[src/rtl/line_fill_assembler.sv]
// ---------------------------------------------------------------------------
// line_fill_assembler
//
// Collects the 32-bit beats of a wrapping, critical-word-first AHB refill burst
// into one cache line for the I-cache data/tag arrays. The miss address is split
// into tag / index / start offset. The first beat is forwarded early as the
// critical word. The finished line is then presented for one cycle with its tag,
// index and an error flag. The line stays stable until the next fill starts.
//
// Ports
//   HCLK, HRESETn   clock (rising edge), asynchronous active-low reset
//   fill_req        start a refill (only looked at while idle)
//   fill_addr       miss byte address, bits [1:0] ignored
//   fill_abort      abandon the fill in progress (no line is presented)
//   beat_valid      a refill beat is on beat_data this cycle
//   beat_data       refill beat
//   beat_err        the beat carried an AHB ERROR response
//   fill_busy       a fill is in progress or its line is being presented
//   crit_valid      one-cycle pulse, crit_data holds the critical word
//   crit_data       critical (first) word of the burst
//   line_valid      one-cycle pulse, line complete
//   line_data       assembled line, word w at [32w+31:32w]
//   line_tag        tag part of the miss address
//   line_index      index part of the miss address
//   line_err        some beat of this line reported an error
// ---------------------------------------------------------------------------
module line_fill_assembler #(
  parameter int CACHE_LINE = 128,
  parameter int CACHE_SIZE = 8192,
  localparam int WORDS = CACHE_LINE / 32,
  localparam int OFF_W = $clog2(WORDS),
  localparam int IDX_W = $clog2(CACHE_SIZE * 8 / CACHE_LINE),
  localparam int TAG_W = 30 - OFF_W - IDX_W
) (
  input  logic                  HCLK,
  input  logic                  HRESETn,
  input  logic                  fill_req,
  input  logic [31:0]           fill_addr,
  input  logic                  fill_abort,
  input  logic                  beat_valid,
  input  logic [31:0]           beat_data,
  input  logic                  beat_err,
  output logic                  fill_busy,
  output logic                  crit_valid,
  output logic [31:0]           crit_data,
  output logic                  line_valid,
  output logic [CACHE_LINE-1:0] line_data,
  output logic [TAG_W-1:0]      line_tag,
  output logic [IDX_W-1:0]      line_index,
  output logic                  line_err
);

  typedef enum logic [1:0] {IDLE, FILL, DONE} state_t;

  state_t                 state;
  logic [OFF_W-1:0]       start_off;
  logic [OFF_W-1:0]       beat_cnt;
  logic [OFF_W-1:0]       word_sel;
  logic [WORDS-1:0][31:0] line_words;

  // The burst wraps inside the line, so the destination word is simply the
  // start offset plus the beat count, truncated to OFF_W bits.
  assign word_sel  = start_off + beat_cnt;
  assign line_data = line_words;

  always_ff @(posedge HCLK or negedge HRESETn) begin
    if (!HRESETn) begin
      state      <= IDLE;
      fill_busy  <= 1'b0;
      crit_valid <= 1'b0;
      crit_data  <= '0;
      line_valid <= 1'b0;
      line_words <= '0;
      line_tag   <= '0;
      line_index <= '0;
      line_err   <= 1'b0;
      start_off  <= '0;
      beat_cnt   <= '0;
    end else begin
      crit_valid <= 1'b0;
      line_valid <= 1'b0;
      unique case (state)
        IDLE: begin
          // A simultaneous abort is meaningless here, so the request wins.
          if (fill_req) begin
            state      <= FILL;
            fill_busy  <= 1'b1;
            line_tag   <= fill_addr[31 -: TAG_W];
            line_index <= fill_addr[2 + OFF_W +: IDX_W];
            start_off  <= fill_addr[2 +: OFF_W];
            beat_cnt   <= '0;
            line_err   <= 1'b0;
            line_words <= '0;
          end
        end
        FILL: begin
          if (beat_valid) begin
            line_words[word_sel] <= beat_data;
            // The first beat of the burst is the critical word. Its pulse is
            // issued even if the fill is aborted in the same cycle.
            if (beat_cnt == '0) begin
              crit_valid <= 1'b1;
              crit_data  <= beat_data;
            end
            // Errors are only flagged. The burst still runs to full length.
            if (beat_err) line_err <= 1'b1;
            beat_cnt <= beat_cnt + 1'b1;
          end
          if (fill_abort) begin
            state     <= IDLE;
            fill_busy <= 1'b0;
          end else if (beat_valid && (&beat_cnt)) begin
            state      <= DONE;
            line_valid <= 1'b1;
          end
        end
        DONE: begin
          state     <= IDLE;
          fill_busy <= 1'b0;
        end
        default: begin
          state     <= IDLE;
          fill_busy <= 1'b0;
        end
      endcase
    end
  end

endmodule
[config.mk]
export PLATFORM = sky130hd
export DESIGN_NAME = line_fill_assembler
export DESIGN_NICKNAME = d
export VERILOG_FILES = /design/src/rtl/line_fill_assembler.sv
export SDC_FILE = /design/constraint.sdc
export NUM_CORES = 1
export LEC_CHECK = 0
export CORE_AREA = 4 4 124 138
export CTS_CLUSTER_DIAMETER = 100
export DETAILED_ROUTE_END_ITERATION = 10
export DIE_AREA = 0 0 128 142
export GPL_TIMING_DRIVEN = 0
export PLACE_DENSITY = 0.86
export SETUP_SLACK_MARGIN = 0.5
export SLEW_MARGIN = 20
export SYNTH_ARGS = -nofsm -noshare
export SYNTH_HDL_FRONTEND = slang
export SYNTH_SLANG_ARGS = --single-unit
[constraint.sdc]
create_clock -name HCLK -period 4.9 [get_ports HCLK]
set_input_delay 0.98 -clock HCLK [delete_from_list [all_inputs] [get_ports HCLK]]
set_output_delay 0.98 -clock HCLK [all_outputs]
set_load 0.02 [all_outputs]
======== Yosys cells after proc, flatten, opt, wreduce, memory -nomap -nowiden ========
Index checks and enable logic that the tools add are counted.
cells by class
  equal/unequal tests ..................... 6
  reductions and logical operators ........ 12
  order comparisons ....................... 2
  multiplexer cells ....................... 26
  add/sub/neg operators ................... 2
operators by type and width
  operator                                                            number
  two-way mux 128 bit                                                 2
  case mux 128 bit (2 select lines)                                   1
  bitwise mux 128 bit                                                 1
  demux 32 bit (select 2 bit)                                         1
  two-way mux 32 bit                                                  1
  two-way mux 1 bit                                                   11
  two-way mux 2 bit                                                   5
  != test 2 bit (second input constant)                               4
  case mux 2 bit (2 select lines)                                     2
  AND reduction 2 bit                                                 4
  AND reduction 3 bit                                                 2
  zero test 2 bit                                                     2
  case mux 1 bit (2 select lines)                                     2
  AND reduction 4 bit                                                 1
  less-than comparator 2 x 3 -> 1 bit (second input constant)         1
  != test 3 bit (second input constant)                               1
  adder 2 x 1 -> 2 bit (second input constant)                        1
  adder 2 bit                                                         1
  equality test 2 x 1 -> 1 bit (second input constant)                1
  greater-or-equal comparator 2 x 1 -> 1 bit (second input constant)  1
  logical AND 1 bit                                                   2
  nonzero test 2 bit                                                  1
storage, ports and cells
  flip-flop bits (word level) ............. 198
  logic and storage cells ................. 62
  bits of input ports ..................... 70

======== Longest topological paths before layout ========
Gate-level depths: netlist of the first run.
  word-level depth ........................ 8
  gate-level depth with buffers ........... 5
  gate-level depth less buffers ........... 4

======== Least setup slack after synthesis of the first run ========
Ideal clock, no wire load.
  kind .................................... input to register
  from .................................... input port fill_req
  to ...................................... register line_index[0]
  path buffers ............................ 1
  slack ................................... 2.769 ns
  stages on the path ...................... 3
  required time ........................... 4.775 ns
  arrival ................................. 2.006 ns
  cells stage by stage .................... nor3b_4 buf_6 mux2_2
between the ends
  word-level cells in the longest chain between the ends .. 1
RTL lines
  what                                  line  text
  start: declaration                    37    input logic fill_req,
  AND reduction 2 bit (no source line)  n/a
  end signal: assignment                89    line_index <= fill_addr[2 + OFF_W +: IDX_W];
  end: declaration                      49    output logic [IDX_W-1:0] line_index,
Every way passes these cells.
A chain may end at the register's enable or synchronous reset.

======== Worst setup path after layout of the first run ========
  from .................................... input port beat_valid
  to ...................................... register crit_data[3]
between the ends
  word-level cells in the longest chain between the ends .. 1
RTL lines
  what                                  line  text
  start: declaration                    40    input logic beat_valid,
  AND reduction 3 bit (no source line)  n/a
  end signal: assignment                103   crit_data <= beat_data;
  end: declaration                      45    output logic [31:0] crit_data,
Every way passes these cells.

==> results of run 1 <==
per-layer routing:
layer,up-vias,GRT usage (%)
li1,2309,-
met3,39,5.11
met4,0,9.22
met1,2794,30.8
met5,-,0
met2,250,42.6
placed cells by master, fill, tap and decap left out, drive strengths merged, types with 2 or more instances in the layout:
| cell type | n |
|---|---|
| a21oi | 4 |
| a22o | 130 |
| a31oi | 4 |
| and3 | 2 |
| buf | 34 |
| bufinv | 5 |
| clkbuf | 21 |
| clkdlybuf4s50 | 258 |
| clkinv | 2 |
| dfrtp | 198 |
| ha | 3 |
| inv | 6 |
| mux2 | 63 |
| nand2 | 2 |
| nor2 | 8 |
| nor2b | 4 |
critical path: stages:
cell	delay [ps]
clkdlybuf4s50_1	600
nor2b_1	360
nand3_2	290
buf_2	310
mux2_2	310
cell type report:
class	count	area share [%]
clock inverter	10	1.74
sequential	198	45.2
buffer	32	2.32
multi-input combinational	231	20.2
inverter	3	0.103
tap	200	2.28
timing repair buffer	260	23.9
clock buffer	21	4.20
power breakdown:
part / total, mW / switching [mW] / internal (mW)
logic: 2.90 / 1.47 / 1.43
registers: 2.48 / 0.331 / 2.15
clock network: 1.54 / 0.604 / 0.937
total: 6.92 / 2.40 / 4.52
synthesized netlist by cell type (all sizes together) (2+ instances only):
library cell | n | area [µm²]
dfrtp | 198 | 4950
a22o | 130 | 1140
mux2 | 63 | 709
buf | 32 | 254
nor2 | 8 | 45.0
a21oi | 4 | 20.0
a31oi | 4 | 85.1
nor2b | 4 | 25.0
ha | 3 | 37.5
inv | 3 | 11.3
and3 | 2 | 12.5
nand2 | 2 | 7.51
through the flow:
step | util [%] | TNS (ps) | setup slack [ps] | area, µm²
after CTS | 70.2 | 0 | 2360 | 11000
after global placement | 65.8 | -897160 | -4550 | 10300
final | 70.2 | 0 | 2350 | 11000
after detailed placement | 66.0 | 0 | 1910 | 10300
after global routing | 70.2 | 0 | 2230 | 11000
after floorplan | - | 0 | 2770 | 7430
flip-flops by register name, summed over array words and instances, names as in the netlist, 2 cells and up:
| register | count |
|---|---|
| line_tag | 19 |
| line_index | 9 |
| state | 2 |
| line_data | 128 |
| beat_cnt | 2 |
| start_off | 2 |
| crit_data | 32 |
cell families after synthesis:
family,share of synthesized area (%)
mux,9.54
compound gates,17.0
flops,66.6
simple gates,2.07
buf+inv,3.57
xor+xnor,0.656
fa+ha+maj,0.505
worst max-delay path by stage:
stage | start | endpoint | slack (ps) | depth (start not counted)
final | beat_valid | crit_data[3]$_DFFE_PN0P_ | 2350 | 5
after global routing | beat_valid | crit_data[7]$_DFFE_PN0P_ | 2230 | 5
after CTS | beat_valid | crit_data[3]$_DFFE_PN0P_ | 2360 | 5
after detailed placement | beat_valid | crit_data[3]$_DFFE_PN0P_ | 1910 | 5
after global placement | HRESETn | line_data[57]$_DFFE_PN0P_ | -4550 | 1
after floorplan | fill_req | line_index[0]$_DFFE_PN0P_ | 2770 | 3
==> key figures, run 1 <==
Outcome
  – Outcome: finished, final reports clean

Routing
  – Drt pass-1 iters: 5
  – Final ANT Viol Nets: 0
  – DR vias/cell: 5.65
  – Met1 wire length: 8340 µm
  – WL met3: 1370 µm
  – Avg WL per Cell: 23.0 µm
  – Met2 WL post-DR: 11700 µm
  – Top layer in use: met4
  – Residual DRC: 0
  – Initial DRC count: 352
  – WL final: 21900 µm
  – Via count: 5392

Timing
  – Hold Vio Cnt, Final: 0
  – Period utilization: 52.0%
  – Final setup fails: 0
  – Slew margin rel.: 51.1%
  – Final Max Tran Viols: 0
  – Tightest Pin Transition: 733 ps
  – Final min period: 2550 ps
  – Final Skew: 14.1 ps
  – Final hold slack: 502 ps
  – Fmax: 0.393 GHz
  – RSZ-0062 raised after global routing: no

Run
  – Number of max-cap violations: 0

Yosys
  – EDFF count, synth: 0
  – Synthesized Nets: 537
  – Syn avg cell area: 16.0 µm²
  – Synth async-reset ratio: 100%
  – Top_reg_cell synth: dfrtp_1
  – Post-Synthesis Cells: 464
  – Ys Warns: 0
  – Seq/Total Area, Yosys: 66.6%
  – Netlist cell types: 25
  – Number of synthesized register bits: 198
  – Cell area after synthesis: 7430 µm²

Floorplan
  – Height of the chip: 142 µm
  – Floorplan die width: 128 µm
  – # rows: 48
  – Core area: 15600 µm²
  – Initial core utilization: 47.6%
  – I/O pins: 262
  – Die area: 18200 µm²

Critical path
  – Worst R2R End: line_data[11]$_DFFE_PN0P_
  – Data required, critical path: 5210 ps
  – CP startpoint kind: input pin
  – Crit Path Class: in2reg
  – Reg2reg setup slack: 2840 ps
  – R2r worst-path depth: 5
  – Crit Path Max Fanout: 10
  – Worst reg2reg startpoint: beat_cnt[0]$_DFFE_PN0P_
  – CP arrival: 2860 ps
  – Worst Setup End Kind: flip-flop

Finish
  – Multi-input logic area: 2210 µm²
  – Area growth from synthesis to layout: 47.4%
  – Antenna fix cells: 0
  – Sequential cell area: 4950 µm²
  – Share of layout cells above drive strength 1: 18.1%
  – Finished Layout Cells: 955
  – Filler cells: 1008
  – Final #Nets: 816

Placement
  – Placed insts: 924
  – Hpwl dp: 15500 µm
  – Port bufs: 259
  – Final GP Congestion: 0.822

Clock network
  – Cts hold-fix bufs: 0
  – Setup Buffers After CTS: 0
  – Maximum buffer depth of the clock tree: 2
  – Post_cts resized: 0
  – Skew-Pair Late Insertion Delay: 430 ps
  – Root buf cell: clkbuf_16
  – H-tree levels: 4
  – Clk sinks: 198
  – CTS tree: yes
  – Num CTS Buffers: 17
  – Clock slew at reported path FFs: 70 ps

Min path
  – HP Class: reg2reg
  – Endpoint of the worst hold path: line_data[29]$_DFFE_PN0P_
  – Worst Hold Launch: line_data[29]$_DFFE_PN0P_
  – Hold Path Cell Cnt: 1

GRT
  – Gr usage total: 24.7%
  – Initial antenna violation count: 0
  – Total congestion overflow: 0
  – Vias in the first global route: 5879
  – Largest net degree at the start of global routing: 101
  – First-pass GRT wire length: 34600 µm

Pwr
  – P per Cell Area: 631 nW/µm²
  – Peak supply drop: 283 µV
  – Tot Pwr: 6.92 mW
  – Pleak: 4.88 nW
No activity file was read; power rests on OpenSTA's default activity.
==> run 2: changes to the inputs <==
--- a/config.mk
+++ b/config.mk
@@ -5,12 +5,12 @@
 export SDC_FILE = /design/constraint.sdc
 export NUM_CORES = 1
 export LEC_CHECK = 0
-export CORE_AREA = 4 4 124 138
+export CORE_AREA = 4 4 128 142
 export CTS_CLUSTER_DIAMETER = 100
 export DETAILED_ROUTE_END_ITERATION = 10
-export DIE_AREA = 0 0 128 142
+export DIE_AREA = 0 0 132 146
 export GPL_TIMING_DRIVEN = 0
-export PLACE_DENSITY = 0.86
+export PLACE_DENSITY = 0.81
 export SETUP_SLACK_MARGIN = 0.5
 export SLEW_MARGIN = 20
 export SYNTH_ARGS = -nofsm -noshare
==> constraint.sdc (replaced) <==
create_clock -name HCLK -period 2.6 [get_ports HCLK]
set_input_delay 0.52 -clock HCLK [delete_from_list [all_inputs] [get_ports HCLK]]
set_output_delay 0.52 -clock HCLK [all_outputs]
set_load 0.02 [all_outputs]
==> key figures, run 2 (synthesis gave the netlist of run 1 again) <==
Outcome
  – Outcome: finished, final reports clean

Critical path
  – Crit Path Max Fanout: 10 (unchanged)
  – Crit path capture: line_tag[7]$_DFFE_PN0P_
  – Worst R2R End: line_data[110]$_DFFE_PN0P_
  – CP startpoint: fill_req
  – R2r worst-path depth: 5 (unchanged)
  – CP startpoint kind: input pin
  – Worst reg2reg startpoint: beat_cnt[0]$_DFFE_PN0P_
  – Crit Path Class: in2reg
  – Reg2reg setup slack: 660 ps (-2180 ps)
  – Worst Setup End Kind: flip-flop
  – Data required, critical path: 2910 ps (-2300 ps)
  – CP arrival: 2340 ps (-520 ps)

Finish
  – Max reg flops: 128 (unchanged)
  – Most frequent cells in the layout: 258 x clkdlybuf4s50_1, 198 x dfrtp_1, 130 x a22o_1
  – Sequential cell area: 4950 µm² (unchanged)
  – Post-route cell area: 11000 µm² (about the same)
  – Filler cells: 1171 (+16%)
  – Antenna fix cells: 0 (unchanged)
  – Finished Layout Cells: 966 (+1.2%)
  – Most common cell after layout, fill and taps aside: clkdlybuf4s50_1
  – Final #Nets: 818 (+0.25%)
  – Area growth from synthesis to layout: 47.5% (about the same)
  – Share of layout cells above drive strength 1: 19.0% (+0.85 points)
  – Multi-input logic area: 2220 µm² (+0.34%)

Timing
  – Slew margin rel.: 52.9% (+1.8 points)
  – Final setup TNS: 0 ps (unchanged)
  – RSZ-0062 raised after global routing: no
  – Final min period: 2030 ps
  – Period utilization: 78.1%
  – Fmax: 0.492 GHz
  – Final Max Tran Viols: 0 (unchanged)
  – Tightest Pin Transition: 705 ps (-28.1 ps)
  – Final setup fails: 0 (unchanged)
  – Final Skew: 9.83 ps (-4.25 ps)
  – Final hold slack: 502 ps (+0.760 ps)
  – Hold Vio Cnt, Final: 0 (unchanged)

Floorplan
  – Initial core utilization: 44.2% (-3.4 points)
  – # rows: 50 (+4.2%)
  – Height of the chip: 146 µm (+2.8%)
  – Die area: 19300 µm² (+6.0%)
  – I/O pins: 262 (unchanged)
  – Core area: 16800 µm² (+7.8%)
  – Floorplan die width: 132 µm (+3.1%)

GRT
  – Initial antenna violation count: 0 (unchanged)
  – Total congestion overflow: 0 (unchanged)
  – Gr usage total: 22.4% (-2.2 points)
  – Vias in the first global route: 5822 (-0.97%)
  – First-pass GRT wire length: 34000 µm (-1.7%)
  – Largest net degree at the start of global routing: 92 (-8.9%)

Clock network
  – Setup Buffers After CTS: 0 (unchanged)
  – Maximum buffer depth of the clock tree: 2 (unchanged)
  – Skew-Pair Late Insertion Delay: 430 ps (about the same)
  – Clock slew at reported path FFs: 80 ps (about the same)
  – Clk sinks: 198 (unchanged)
  – Root buf cell: clkbuf_16
  – CTS tree: yes
  – Num CTS Buffers: 17 (unchanged)
  – H-tree levels: 4 (unchanged)

Pwr
  – P per Cell Area: 1160 nW/µm² (+84%)
  – Tot Pwr: 12.7 mW (+84%)
  – Pleak: 4.87 nW (-0.21%)
  – Peak supply drop: 573 µV (+100%)

Min path
  – Worst Hold Launch: line_data[86]$_DFFE_PN0P_
  – HP Class: reg2reg

Placement
  – Placed Instance Area: 10300 µm² (+0.36%)
  – Placed insts: 933 (+0.97%)
  – Hpwl dp: 15200 µm (-2.1%)
  – Port bufs: 259 (unchanged)
  – Final GP Congestion: 0.814 (-0.93%)

Routing
  – Avg WL per Cell: 22.0 µm (-4.2%)
  – Final ANT Viol Nets: 0 (unchanged)
  – DR vias/cell: 5.51 (-2.4%)
  – Via count: 5325 (-1.2%)
  – Residual DRC: 0 (unchanged)
  – WL final: 21300 µm (-3.1%)
  – Drt pass-1 iters: 4 (-1)
  – Initial DRC count: 333 (-5.4%)

Run
  – Number of max-cap violations: 0 (unchanged)
[run 2: timing repair]
action	4_1_cts	5_1_grt
resized for setup	2	1
hold buffers	1	0
endpoints found under the setup margin	8	26
pin swaps	0	0
endpoints found under the hold margin	30	0
[run 2: final cells by class]
type                    count  share of cell area, %
repair buffers            262                   24.3
clock buffers              18                   4.00
multi-input cells         231                   20.3
clock inverters            14                   1.48
inverters                   3                  0.103
plain buffers              32                   2.32
flip-flops and latches    198                   45.2
well taps                 208                   2.37
[run 2: worst min path at each step]
stage,to,slack [ps],cells past startpoint
CTS,line_data[0]$_DFFE_PN0P_,500,1
floorplan,beat_cnt[0]$_DFFE_PN0P_,220,0
global placement,line_data[104]$_DFFE_PN0P_,480,1
global route,crit_data[14]$_DFFE_PN0P_,520,1
detailed placement,line_data[109]$_DFFE_PN0P_,390,1
finish,line_data[86]$_DFFE_PN0P_,500,1
[run 2: through the flow]
step / setup WS [ps] / utilization [%]
floorplan: 889 / -
global placement: -6440 / 61.1
detailed placement: 47.9 / 61.5
CTS: 532 / 65.2
global route: 520 / 65.2
finish: 569 / 65.2
[run 2: metal layers]
metal  global-route usage (%)  part of all wire [%]
met5                        0                     0
met4                     7.98                   2.0
met3                     5.67                   6.1
met2                     37.4                    51
met1                     28.6                    41
[run 2: worst max-delay path, cell delays in order]
cell	delay (ps)
clkdlybuf4s50_1	570
nor3b_4	650
buf_6	240
mux2_2	350
[run 2: report_power, final]
group          switching [mW]  internal (mW)  total [mW]  leakage (nW)
Sequential              0.605           4.05        4.65          2.58
Combinational            2.73           2.70        5.43          1.99
Clock                    1.26           1.40        2.66         0.291
==> run 3: changes to the inputs <==
==> constraint.sdc (replaced) <==
create_clock -name HCLK -period 2.05 [get_ports HCLK]
set_input_delay 0.41 -clock HCLK [delete_from_list [all_inputs] [get_ports HCLK]]
set_output_delay 0.41 -clock HCLK [all_outputs]
set_load 0.02 [all_outputs]
==> key figures, run 3 (synthesis gave the netlist of run 1 again) <==
Timing
  – Final setup margin: 238 ps (-331 ps)
  – Final hold slack: -54.4 ps (-557 ps)
  – Period utilization: 88.4%
  – Hold Vio Cnt, Final: 66 (+66)
  – Final setup fails: 0 (unchanged)
  – Slew margin rel.: 47.7% (-5.2 points)
  – Final Skew: 16.6 ps (+6.72 ps)
  – Fmax: 0.552 GHz
  – RSZ-0062 raised after global routing: yes
  – Tightest Pin Transition: 784 ps (+78.7 ps)
  – Final min period: 1810 ps
  – Final Max Tran Viols: 0 (unchanged)

Pwr
  – Switching Share: 37.0% (+0.97 points)
  – Comb power frac: 46.2% (+3.6 points)
  – Clk network pwr share: 18.8% (-2.1 points)
  – Reg power frac: 35.0% (-1.5 points)
  – Psw: 6.25 mW (+36%)
  – P per Cell Area: 1420 nW/µm² (+22%)
  – Internal power: 10.6 mW (+30%)
  – Pleak: 5.75 nW (+18%)
  – Peak supply drop: 702 µV (+23%)
  – Tot Pwr: 16.9 mW (+32%)

Finish
  – Share of layout cells above drive strength 1: 45.4% (+26 points)
  – Finished Layout Cells: 1040 (+7.7%)
  – Final #Nets: 892 (+9.0%)
  – Most common cell after layout, fill and taps aside: dfrtp_1
  – Multi-input logic area: 2420 µm² (+8.8%)
  – Sequential cell area: 4960 µm² (about the same)
  – Filler cells: 1130 (-3.5%)
  – Area growth from synthesis to layout: 60.1%
  – Most frequent cells in the layout: 197 x dfrtp_1, 130 x a22o_1, 106 x clkbuf_2
  – Post-route cell area: 11900 µm² (+8.5%)
  – Max reg flops: 128 (unchanged)
  – Antenna fix cells: 0 (unchanged)

Floorplan
  – # rows: 50 (unchanged)
  – Height of the chip: 146 µm (unchanged)
  – I/O pins: 262 (unchanged)
  – Initial core utilization: 44.2% (unchanged)
  – Die area: 19300 µm² (unchanged)
  – Core area: 16800 µm² (unchanged)
  – Floorplan die width: 132 µm (unchanged)

Clock network
  – Maximum buffer depth of the clock tree: 2 (unchanged)
  – Clk sinks: 198 (unchanged)
  – Clock slew at reported path FFs: 70 ps (about the same)
  – H-tree levels: 4 (unchanged)
  – Num CTS Buffers: 17 (unchanged)
  – Cts hold-fix bufs: 3 (+2)
  – Skew-Pair Late Insertion Delay: 440 ps (about the same)
  – Root buf cell: clkbuf_16
  – CTS tree: yes

Routing
  – Residual DRC: 0 (unchanged)
  – Initial DRC count: 275 (-17%)
  – Final ANT Viol Nets: 0 (unchanged)
  – Avg WL per Cell: 22.8 µm (+3.5%)
  – WL final: 23700 µm (+11%)
  – DR vias/cell: 5.59 (+1.5%)
  – Drt pass-1 iters: 4 (unchanged)
  – Via count: 5818 (+9.3%)

GRT
  – Gr usage total: 24.0% (+1.6 points)
  – Vias in the first global route: 6262 (+7.6%)
  – Total congestion overflow: 0 (unchanged)
  – First-pass GRT wire length: 36400 µm (+7.2%)
  – Largest net degree at the start of global routing: 110 (+20%)
  – Initial antenna violation count: 0 (unchanged)

Placement
  – Hpwl dp: 14600 µm (-3.5%)
  – Port bufs: 259 (unchanged)
  – Placed insts: 932 (-0.11%)
  – Final GP Congestion: 0.827 (+1.6%)
  – DP Worst Slack: -394 ps (-442 ps)
  – Placed Instance Area: 10400 µm² (+0.23%)

Outcome
  – Outcome: finished, violations left
  – Failing checks: negative hold slack

Run
  – Number of max-cap violations: 0 (unchanged)

Min path
  – HP Class: in2async

Critical path
  – Data required, critical path: 2370 ps (-540 ps)
  – Worst Setup End Kind: flip-flop
  – CP arrival: 2130 ps (-210 ps)
  – Crit Path Class: reg2reg
  – CP startpoint kind: flip-flop
  – Crit Path Max Fanout: 5 (-5)
-- run 3: changes by cell type in the layout (fill, tap and decap cells not counted), sizes merged --
cell | previous run | this run
clkdlybuf4s50 | 258 | 64
clkbuf | 18 | 130
clkdlybuf4s15 | 0 | 81
buf | 35 | 106
dlygate4sd2 | 0 | 3
clkinv | 4 | 6
inv | 10 | 8
bufinv | 1 | 0
dlygate4sd3 | 1 | 2
dlymetal6s4s | 0 | 1
-- run 3: area by class of cell --
cell class,instances,share of cell area (%)
inverter,3,0.0946
timing repair buffer,336,27.2
clock buffer,19,3.72
sequential,198,41.6
clock inverter,13,0.999
tap,208,2.19
multi-input combinational,231,20.3
buffer,32,3.88
-- run 3: critical path, stage by stage (launching register included) --
cell and delay (ps):
dfrtp_1 400, buf_6 120, xor3_2 540, a31oi_4 130
buf_6 170, clkbuf_16 160, a22o_1 180
-- run 3: worst paths after layout --
check                                           start                         end  slack (ps)  cells after the start
min reg2reg                line_data[104]$_DFFE_PN0P_  line_data[104]$_DFFE_PN0P_         500                      1
max in group asynchronous                     HRESETn   crit_data[31]$_DFFE_PN0P_         920                      2
min                                           HRESETn    line_data[8]$_DFFE_PN0P_         -50                      1
max reg2reg                  start_off[1]$_DFFE_PN0P_  line_data[107]$_DFFE_PN0P_         240                      6
max                          start_off[1]$_DFFE_PN0P_  line_data[107]$_DFFE_PN0P_         240                      6
min in group HCLK          line_data[104]$_DFFE_PN0P_  line_data[104]$_DFFE_PN0P_         500                      1
-- run 3: routing by layer --
layer | part of all wire [%] | vias up | track usage [%]
met5 | 0 | - | 0
met1 | 40 | 2998 | 30.2
li1 | - | 2484 | -
met2 | 50 | 304 | 40.5
met4 | 1.8 | 0 | 7.35
met3 | 7.7 | 32 | 6.85
-- run 3: per-stage QoR --
| step | util, % | TNS [ps] |
|---|---|---|
| 2_1_floorplan | - | 0 |
| 3_3_place_gp | 61.4 | -1413420 |
| 3_5_place_dp | 61.6 | -49760 |
| 4_1_cts | 71.6 | 0 |
| 5_1_grt | 70.7 | 0 |
| 6_report | 70.7 | 0 |
-- run 3: power by group through the flow --
stage | logic [mW] | registers (mW) | clock network, mW
after global routing | 8.16 | 6.05 | 3.40
after global placement | 6.84 | 5.88 | 0
final | 7.80 | 5.90 | 3.18
after floorplan | 2.11 | 7.33 | 0
after CTS | 7.62 | 5.87 | 3.23
after detailed placement | 6.99 | 5.92 | 0
-- run 3: what timing repair did --
action,in CTS,in global routing
pin swaps,74,24
setup endpoints to repair,383,330
endpoints found under the hold margin,2,66
resized for setup,517,172
buffers inserted,45,6
cloned,16,6
